File: src/rtl/rvx_core_bus_merger_pkg.sv
// rvx_core_bus_merger_pkg: shared types and defaults for the instruction/data bus merger
package rvx_core_bus_merger_pkg;
    typedef enum logic [1:0] {
        RVX_MERGER_IDLE         = 2'd0,
        RVX_MERGER_SERVE_FIRST  = 2'd1,
        RVX_MERGER_SERVE_SECOND = 2'd2
    } merger_state_t;
    localparam bit RVX_MERGER_DBUS_FIRST = 1'b1;
    typedef struct packed {
        logic [31:0] address;
        logic [31:0] wdata;
        logic [3:0]  wstrobe;
        logic        write;
    } dbus_req_t;
endpackage

File: src/rtl/rvx_core_bus_merger_response_latch.sv
// rvx_bus_response_latch: per-master done flag plus held response data
module rvx_bus_response_latch (
    input  logic        clock,
    input  logic        reset_n,
    input  logic        set,
    input  logic        clear,
    input  logic [31:0] data_in,
    output logic        done,
    output logic [31:0] data
);
    always_ff @(posedge clock) begin
        if (!reset_n) begin
            done <= 1'b0;
            data <= '0;
        end else begin
            done <= set | (done & ~clear);
            if (set) data <= data_in;
        end
    end
endmodule

File: src/rtl/rvx_core_bus_merger.sv
// rvx_core_bus_merger: serialises ibus/dbus onto one port and releases both responses together
module rvx_core_bus_merger
    import rvx_core_bus_merger_pkg::*;
#(
    parameter bit DBUS_FIRST = RVX_MERGER_DBUS_FIRST
) (
    input  logic        clock,
    input  logic        reset_n,
    input  logic [31:0] ibus_address,
    input  logic        ibus_rrequest,
    output logic [31:0] ibus_rdata,
    output logic        ibus_rresponse,
    input  logic [31:0] dbus_address,
    input  logic        dbus_rrequest,
    input  logic        dbus_wrequest,
    input  logic [31:0] dbus_wdata,
    input  logic [3:0]  dbus_wstrobe,
    output logic [31:0] dbus_rdata,
    output logic        dbus_rresponse,
    output logic        dbus_wresponse,
    output logic [31:0] mem_address,
    output logic        mem_rrequest,
    output logic        mem_wrequest,
    output logic [31:0] mem_wdata,
    output logic [3:0]  mem_wstrobe,
    input  logic [31:0] mem_rdata,
    input  logic        mem_rresponse,
    input  logic        mem_wresponse
);
    merger_state_t state, state_next;
    logic        need_i, need_d, first_d;
    logic [31:0] cap_iaddr, src_iaddr;
    dbus_req_t   cap_d, live_d, src_d;
    logic        new_i, new_d, new_first_d, cur_d, cur_write, resp_ok, other;
    logic        advance, rel, decision, issue, issue_d, rel_i, rel_d;
    logic        i_done, d_done;
    logic [31:0] i_data, d_data, i_hold, d_hold, i_value, d_value;

    assign live_d = '{address: dbus_address, wdata: dbus_wdata, wstrobe: dbus_wstrobe, write: dbus_wrequest};

    always_ff @(posedge clock) begin
        if (!reset_n) state <= RVX_MERGER_IDLE;
        else          state <= state_next;
    end

    // A release cycle doubles as the decision cycle for the core's next requests.
    always_comb begin
        new_i       = ibus_rrequest;
        new_d       = dbus_rrequest | dbus_wrequest;
        new_first_d = new_d & (DBUS_FIRST | ~new_i);
        cur_d       = (state == RVX_MERGER_SERVE_SECOND) ? ~first_d : first_d;
        cur_write   = cur_d & cap_d.write;
        resp_ok     = (state != RVX_MERGER_IDLE) & (cur_write ? mem_wresponse : mem_rresponse);
        other       = first_d ? need_i : need_d;
        advance     = (state == RVX_MERGER_SERVE_FIRST) & resp_ok & other;
        rel         = resp_ok & ~advance;
        decision    = (state == RVX_MERGER_IDLE) | rel;
        issue       = decision ? (new_i | new_d) : 1'b1;
        issue_d     = decision ? new_first_d :
                      ((state == RVX_MERGER_SERVE_SECOND) | advance) ? ~first_d : first_d;
        state_next  = decision ? ((new_i | new_d) ? RVX_MERGER_SERVE_FIRST : RVX_MERGER_IDLE) :
                      advance ? RVX_MERGER_SERVE_SECOND : state;
    end

    assign src_iaddr    = decision ? ibus_address : cap_iaddr;
    assign src_d        = decision ? live_d : cap_d;
    assign mem_address  = issue_d ? src_d.address : src_iaddr;
    assign mem_rrequest = reset_n & issue & ~(issue_d & src_d.write);
    assign mem_wrequest = reset_n & issue & issue_d & src_d.write;
    assign mem_wdata    = src_d.wdata;
    assign mem_wstrobe  = src_d.wstrobe;

    assign rel_i          = reset_n & rel & need_i;
    assign rel_d          = reset_n & rel & need_d;
    assign i_value        = i_done ? i_data : mem_rdata;
    assign d_value        = d_done ? d_data : mem_rdata;
    assign ibus_rresponse = rel_i;
    assign dbus_rresponse = rel_d & ~cap_d.write;
    assign dbus_wresponse = rel_d & cap_d.write;
    assign ibus_rdata     = rel_i ? i_value : i_hold;
    assign dbus_rdata     = dbus_rresponse ? d_value : d_hold;

    always_ff @(posedge clock) begin
        if (!reset_n) begin
            need_i    <= 1'b0;
            need_d    <= 1'b0;
            first_d   <= 1'b0;
            cap_iaddr <= '0;
            cap_d     <= '0;
            i_hold    <= '0;
            d_hold    <= '0;
        end else begin
            if (decision) begin
                need_i    <= new_i;
                need_d    <= new_d;
                first_d   <= new_first_d;
                cap_iaddr <= ibus_address;
                cap_d     <= live_d;
            end
            if (rel_i) i_hold <= i_value;
            if (dbus_rresponse) d_hold <= d_value;
        end
    end

    rvx_bus_response_latch ibus_latch (
        .clock   (clock),
        .reset_n (reset_n),
        .set     (advance & ~first_d),
        .clear   (rel),
        .data_in (mem_rdata),
        .done    (i_done),
        .data    (i_data)
    );

    rvx_bus_response_latch dbus_latch (
        .clock   (clock),
        .reset_n (reset_n),
        .set     (advance & first_d),
        .clear   (rel),
        .data_in (mem_rdata),
        .done    (d_done),
        .data    (d_data)
    );
endmodule

File: config.mk
export PLATFORM = sky130hd
export DESIGN_NAME = rvx_core_bus_merger
export DESIGN_NICKNAME = d
export VERILOG_FILES = /design/src/rtl/rvx_core_bus_merger_pkg.sv /design/src/rtl/rvx_core_bus_merger_response_latch.sv /design/src/rtl/rvx_core_bus_merger.sv
export SDC_FILE = /design/constraint.sdc
export NUM_CORES = 1
export LEC_CHECK = 0
export CAP_MARGIN = 20
export CORE_ASPECT_RATIO = 0.7
export CORE_MARGIN = 2
export CORE_UTILIZATION = 53
export CTS_CLUSTER_DIAMETER = 30
export CTS_CLUSTER_SIZE = 20
export DETAILED_ROUTE_END_ITERATION = 7
export PLACE_DENSITY = 0.86
export REMOVE_ABC_BUFFERS = 1
export SLEW_MARGIN = 5
export SYNTH_ARGS = -nofsm -noshare
export SYNTH_HDL_FRONTEND = slang
export SYNTH_HIERARCHICAL = 1
export SYNTH_SLANG_ARGS = --single-unit
File: constraint.sdc
create_clock -name clock -period 3.5 [get_ports clock]
set_input_delay 0.7 -clock clock [delete_from_list [all_inputs] [get_ports clock]]
set_output_delay 0.7 -clock clock [all_outputs]
set_load 0.05 [all_outputs]
Word-level counts from Yosys, hierarchy flattened
Cells that the tools add are included.
- latch bits: 0
- ROM bits: 0
- output and inout bits: 137
- bits in registers: 235
- logic and storage cells: 65
- memories kept: 0
- bits in writable memories: 0
- bits of input ports: 139
- reductions and logical operators: 3
- divide/modulo/power cells: 0
- multiplexer cells: 16
- $add $sub $neg: 0
- equality and inequality tests: 2
- $lt $le $gt $ge: 0
- shifts and indexed selects: 0
- $mul: 0
- bitwise operators: 30
- operators with widths (kind ; number):
    32-bit two-way mux ; 6
    69-bit two-way mux ; 1
    1-bit AND ; 19
    1-bit two-way mux ; 7
    1-bit bitwise OR ; 6
    1-bit NOT ; 5
    2-bit two-way mux ; 2
    2-bit nonzero test ; 2
    2-bit by 1-bit == test with 1-bit output, second input constant ; 1
    2-bit == test, second input constant ; 1
    2-bit logical NOT ; 1

Logic depth before layout (Yosys ltp)
- depth after elaboration: 14
- mapped depth: 8
- gate-level depth less buffers: 5

Modules after synthesis
The synthesis kept the hierarchy.
- modules (own cells, without submodules) (module ; instances ; area each (um2) ; cells an instance ; seq. area each (um2)):
    rvx_core_bus_merger ; 1 ; 7837.5 ; 795 ; 3383.2
    rvx_bus_response_latch ; 2 ; 1277.5 ; 106 ; 660.6

Worst setup path after synthesis
Ideal clock, no wire load.
- kind: input to output
- from: input port mem_wresponse
- to: output port mem_address[10]
- arrival time: 2615 ps
- path buffers: 1
- data required time: 2800 ps
- path slack: 185 ps
- stages: 6
- cells stage by stage: nand2b_1 -> mux2i_4 -> o21ai_4 -> a21oi_4 -> buf_4 -> mux2i_1
- longest elaborated chain between the ends: 9
- elaborated cells on any way between the ends: 13
- classes of those cells: mux (6); bitwise (7)
- RTL lines (what ; RTL line ; RTL):
    from (decl) ; rvx_core_bus_merger.sv:28 ; input logic mem_wresponse
    1-bit two-way mux * ; rvx_core_bus_merger.sv:53 ; resp_ok = (state != RVX_MERGER_IDLE) & (cur_write ? mem_wresponse : mem_rresponse);
    1-bit AND * ; rvx_core_bus_merger.sv:53 ;
    1-bit AND (2 in series) ; rvx_core_bus_merger.sv:55 ; advance = (state == RVX_MERGER_SERVE_FIRST) & resp_ok & other;
    1-bit NOT ; rvx_core_bus_merger.sv:56 ; rel = resp_ok & ~advance;
    1-bit AND ; rvx_core_bus_merger.sv:56 ;
    1-bit bitwise OR ; rvx_core_bus_merger.sv:57 ; decision = (state == RVX_MERGER_IDLE) | rel;
    32-bit two-way mux, or another cell as far along ; - ;
    32-bit two-way mux * ; rvx_core_bus_merger.sv:67 ; assign mem_address = issue_d ? src_d.address : src_iaddr;
    to (decl) ; rvx_core_bus_merger.sv:21 ; output logic [31:0] mem_address,
Every way passes the cells marked *; elsewhere a longest branch is shown, timed or not.

Final worst setup path
- from: register first_d
- to: output port dbus_rdata[19]
- longest elaborated chain between the ends: 13
- elaborated cells on any way between the ends: 14
- classes of those cells: mux (4); bitwise (10)
- RTL lines (what ; RTL line ; RTL):
    from (decl) ; rvx_core_bus_merger.sv:31 ; logic need_i, need_d, first_d;
    from (signal assigned) ; rvx_core_bus_merger.sv:96 ; first_d <= new_first_d;
    1-bit NOT ; rvx_core_bus_merger.sv:51 ; cur_d = (state == RVX_MERGER_SERVE_SECOND) ? ~first_d : first_d;
    1-bit two-way mux ; rvx_core_bus_merger.sv:51 ;
    1-bit AND ; rvx_core_bus_merger.sv:52 ; cur_write = cur_d & cap_d.write;
    1-bit two-way mux ; rvx_core_bus_merger.sv:53 ;
    1-bit AND ; rvx_core_bus_merger.sv:53 ;
    1-bit AND (2 in series) ; rvx_core_bus_merger.sv:55 ;
    1-bit NOT ; rvx_core_bus_merger.sv:56 ;
    1-bit AND ; rvx_core_bus_merger.sv:56 ;
    1-bit AND ; rvx_core_bus_merger.sv:74 ; assign rel_d = reset_n & rel & need_d;
    1-bit AND * ; rvx_core_bus_merger.sv:74 ;
    1-bit AND * ; rvx_core_bus_merger.sv:78 ; assign dbus_rresponse = rel_d & ~cap_d.write;
    32-bit two-way mux * ; - ;
    to (decl) ; rvx_core_bus_merger.sv:18 ; output logic [31:0] dbus_rdata,
Marks and branches as above.

==> flow_metrics.py <==
metrics = {
    "layout": {
        "diode_insertion_count_for_antenna_repair": 0,
        "final_nets": 1390,
        "area_growth_syn_to_layout_pct": 49.54,
        "finish.instance_area_um2": 15540,
        "final_core_util_pct": 81.47,
        "fillCellCount": 1053,
        "drive_gt1_share_pct": 25.10,
    },
    "synthesis": {
        "synthFlopType": "sky130_fd_sc_hd__dfxtp_1",
        "synthCells": 1007,
        "synth_top_cell_by_area": "sky130_fd_sc_hd__dfxtp_1",
        "synth_seq_cells": 235,
        "synthesized_area_um2": 10390,
        "synth_async_sr_flop_share_pct": 0,
        "synth.lib_cells_used.distinct": 35,
        "seq_area_frac_synth_pct": 45.27,
        "synth_most_common_cell": "sky130_fd_sc_hd__dfxtp_1",
        "number_of_enable_type_register_cells_in_the_synthesized_netlist": 0,
        "yosys-top-cells-count": "sky130_fd_sc_hd__dfxtp_1, sky130_fd_sc_hd__mux2i_1, sky130_fd_sc_hd__nor2_1, sky130_fd_sc_hd__nor2b_1, sky130_fd_sc_hd__a21oi_1",
        "synthesis.area_per_instance_um2": 10.32,
        "yosys.area.top_type_share_pct": 45.27,
        "netlist_top_cells_area": "sky130_fd_sc_hd__dfxtp_1, sky130_fd_sc_hd__mux2i_1, sky130_fd_sc_hd__nor2_1",
        "synthesis.yosys.warnings": 6,
    },
    "pwr": {
        "power.density_cell_area_nw_per_um2": 562.7,
        "worst_ir_drop_vdd_uv": 537.4,
        "p_leak_nw": 6.266,
    },
    "worst_setup_path": {
        "worstPathArrival_ps": 2710,
        "path_cells": "xnor2_2 -> mux2i_4 -> buf_4 -> nor4_4 -> buf_4 -> clkbuf_16 -> buf_4 -> a21oi_1 -> buf_12",
        "setup.reg_to_reg.worst_slack_ps": 1270,
        "worst_path_required_time_ps": 2800,
        "crit_fanout": 32,
        "rr_endpoint": "cap_d[3]",
        "worst_path_largest_cell_delay_ps": 390,
        "critical_path_class": "reg2out",
        "crit_top_cell": "sky130_fd_sc_hd__buf_4",
        "reg2reg_depth": 7,
        "rr_startpoint": "state[0]",
        "critical-path-slowest-cell": "sky130_fd_sc_hd__mux2i_4",
        "timing.critical_path.from_type": "register",
        "endpoint_kind": "output port",
    },
    "clocking": {
        "htreeDepth": 2,
        "cts_hold_bufs": 0,
        "cts.reportedPaths.clkPinSlew_ps": 50,
        "clk_root_buffer_cell": "sky130_fd_sc_hd__clkbuf_16",
        "insertion_delay_ps": 490,
        "max-clock-path-buffers": 3,
        "cts_buffers": 36,
        "tritoncts_clock_tree": "yes",
        "clkSinkCount": 235,
    },
    "global_route": {
        "grt.total_usage_pct": 26.48,
        "grt_start_max_net_pins": 103,
        "gr-usage-met2_pct": 45.59,
        "grt.met1_usage_pct": 33.88,
        "grt_antenna_before_repair": 0,
        "grt_first_pass_wirelength_um": 43870,
        "grt.met3_usage_pct": 5.871,
        "vias_in_the_first_global_route": 8443,
        "grt.busiest_layer": "met2",
        "globalRouteOverflowTotal": 0,
    },
    "route": {
        "detail_route.wl_per_cell_um": 18.74,
        "antenna_left": 0,
        "wirelength_um": 28920,
        "drc": 0,
        "post_drt_via_cell_ratio": 5.351,
        "num_vias": 8256,
        "initialDrtViolationCount": 429,
        "first_pass_iters": 5,
    },
    "floorplanning": {
        "die_area_um2": 20760,
        "core-area_um2": 19080,
        "floorplan.initialDensity_pct": 54.48,
        "fp.dieW_um": 171.4,
        "io_pins": 276,
        "floorplan.rows": 42,
        "die_y_um": 121.2,
    },
    "hold_path": {
        "min_delay_path_depth": 2,
        "holdPathEnd": "cap_d[65]",
        "holdCritStartpoint": "cap_d[65]",
        "hold_path.class": "reg2reg",
    },
    "placed_design": {
        "dpl.hpwl_um": 18150,
        "routabilityCongestion": 0.8107,
        "count_of_buffers_inserted_at_the_top_level_ports": 275,
        "post_dp_cell_area_um2": 13960,
        "dp_slack_ps": -72.48,
    },
    "timing": {
        "finalHoldViolations": 0,
        "report.final.slew_viol_count": 0,
        "final.min_clock_period_ps": 3409,
        "timing.clock.skew_ps": 14.82,
        "postLayoutSetupSlackWorst_ps": 91.03,
        "finalCritPeriodShare_pct": 97.40,
        "worst_slew_pin_slew_ps": 864.1,
        "timing.slew.headroom_pct": 42.39,
        "setup_viol_count_final": 0,
        "max_freq_mhz": 293.3,
    },
    "status": {
        "status": "completed",
    },
    "job": {
        "drv.max_cap_violation_count": 0,
    },
}
-- critical path: cells and delay by family (launching register included) --
kind	cells	cell delay [ps]
AO/OA/AOI/OAI	1	240
XOR/XNOR	1	240
buffers and inverters	5	910
flip-flops	1	380
multiplexers	1	390
AND/OR/NAND/NOR	1	30
-- power by group --
group | internal, mW | switching (mW)
Clock | 2.33 | 1.28
Combinational | 1.02 | 1.22
Sequential | 2.83 | 0.0663
-- layout make-up --
| cell class | instances | area, um^2 | area share (%) |
|---|---|---|---|
| Tap cell | 264 | 330.3 | 2.125 |
| Sequential cell | 235 | 4712 | 30.32 |
| Multi-Input combinational cell | 659 | 5114 | 32.90 |
| Inverter | 1 | 6.256 | 0.04025 |
| Timing Repair Buffer | 318 | 4143 | 26.66 |
| Clock inverter | 23 | 247.7 | 1.594 |
| Clock buffer | 43 | 988.4 | 6.360 |
-- stage by stage --
step                      total power, mW  TNS (ps)  hold slack (ps)  std cells
final                               8.745         0            487.5       1543
after global routing                9.042    -23.46            507.1       1543
after CTS                           8.701    -4.522            489.2       1535
after detailed placement            5.060    -347.7            476.2       1468
after global placement              5.018         0            466.4       1468
after floorplan                     4.115   -463540            454.7        895
-- routing by layer --
layer | vias up | part of all wire (%)
met3 | 37 | 6.0
met4 | 0 | 1.6
li1 | 3951 | -
met1 | 4004 | 43
met5 | - | 0
met2 | 264 | 49
-- sequential cells by signal, summed over array words and instances, names as in the netlist, 2 cells and up --
signal and flops:
cap_d 69, cap_iaddr 32, d_hold 32, dbus_latch/data 32, i_hold 32, ibus_latch/data 32
state 2
-- cells in the final DEF (no fill, tap or decap), types with 2 or more instances in the layout --
master / n
sky130_fd_sc_hd__a21oi_1: 64
sky130_fd_sc_hd__mux2_1: 11
sky130_fd_sc_hd__o21ai_0: 2
sky130_fd_sc_hd__o21a_1: 2
sky130_fd_sc_hd__nor2b_1: 67
sky130_fd_sc_hd__and2_1: 36
sky130_fd_sc_hd__dfxtp_2: 6
sky130_fd_sc_hd__buf_12: 106
sky130_fd_sc_hd__mux2i_4: 9
sky130_fd_sc_hd__nor2_1: 134
sky130_fd_sc_hd__buf_6: 3
sky130_fd_sc_hd__clkbuf_16: 40
sky130_fd_sc_hd__dlymetal6s2s_1: 2
sky130_fd_sc_hd__mux2_2: 25
sky130_fd_sc_hd__nand2_1: 5
sky130_fd_sc_hd__buf_4: 67
sky130_fd_sc_hd__a21oi_2: 2
sky130_fd_sc_hd__clkdlybuf4s50_1: 135
sky130_fd_sc_hd__bufinv_16: 4
sky130_fd_sc_hd__clkbuf_8: 4
sky130_fd_sc_hd__or2_2: 2
sky130_fd_sc_hd__clkinvlp_4: 4
sky130_fd_sc_hd__nand3_1: 2
sky130_fd_sc_hd__dfxtp_1: 229
sky130_fd_sc_hd__clkinv_2: 9
sky130_fd_sc_hd__a211oi_1: 64
sky130_fd_sc_hd__mux2i_1: 198
sky130_fd_sc_hd__inv_6: 3
sky130_fd_sc_hd__clkinv_4: 3
sky130_fd_sc_hd__mux2i_2: 22
sky130_fd_sc_hd__clkbuf_1: 2
-- how the worst max path moves through the flow --
stage                  start              end  slack [ps]  cells after the start
2_1_floorplan  mem_wresponse    ibus_rdata[0]       -2790                      4
3_3_place_gp   mem_wresponse   dbus_rdata[30]          10                      8
3_5_place_dp   mem_wresponse   dbus_rdata[30]         -70                      8
4_1_cts        mem_wresponse  mem_address[20]          -3                      9
5_1_grt              first_d   dbus_rdata[12]          -9                      9
6_report             first_d   dbus_rdata[19]          90                      9
-- cell families (layout without fill, tap and decap cells) --
| logic type | count (synthesis) | after routing | synth area share, % |
|---|---|---|---|
| AO/OA/AOI/OAI | 139 | 139 | 8.668 |
| multiplexers | 265 | 265 | 26.08 |
| buffers and inverters | 113 | 385 | 7.657 |
| flip-flops | 235 | 235 | 45.27 |
| AND/OR/NAND/NOR | 253 | 253 | 12.14 |
| XOR/XNOR | 1 | 1 | 0.1566 |
| other | 1 | 1 | 0.03608 |
-- repair_timing --
item / in CTS / in global routing
endpoints found under the setup margin: 47 / 87
buffers inserted: 1 / 5
pin swaps: 1 / 2
cloned: 0 / 3
resized for setup: 18 / 34
Note: power is estimated with default switching activity, not from simulation.
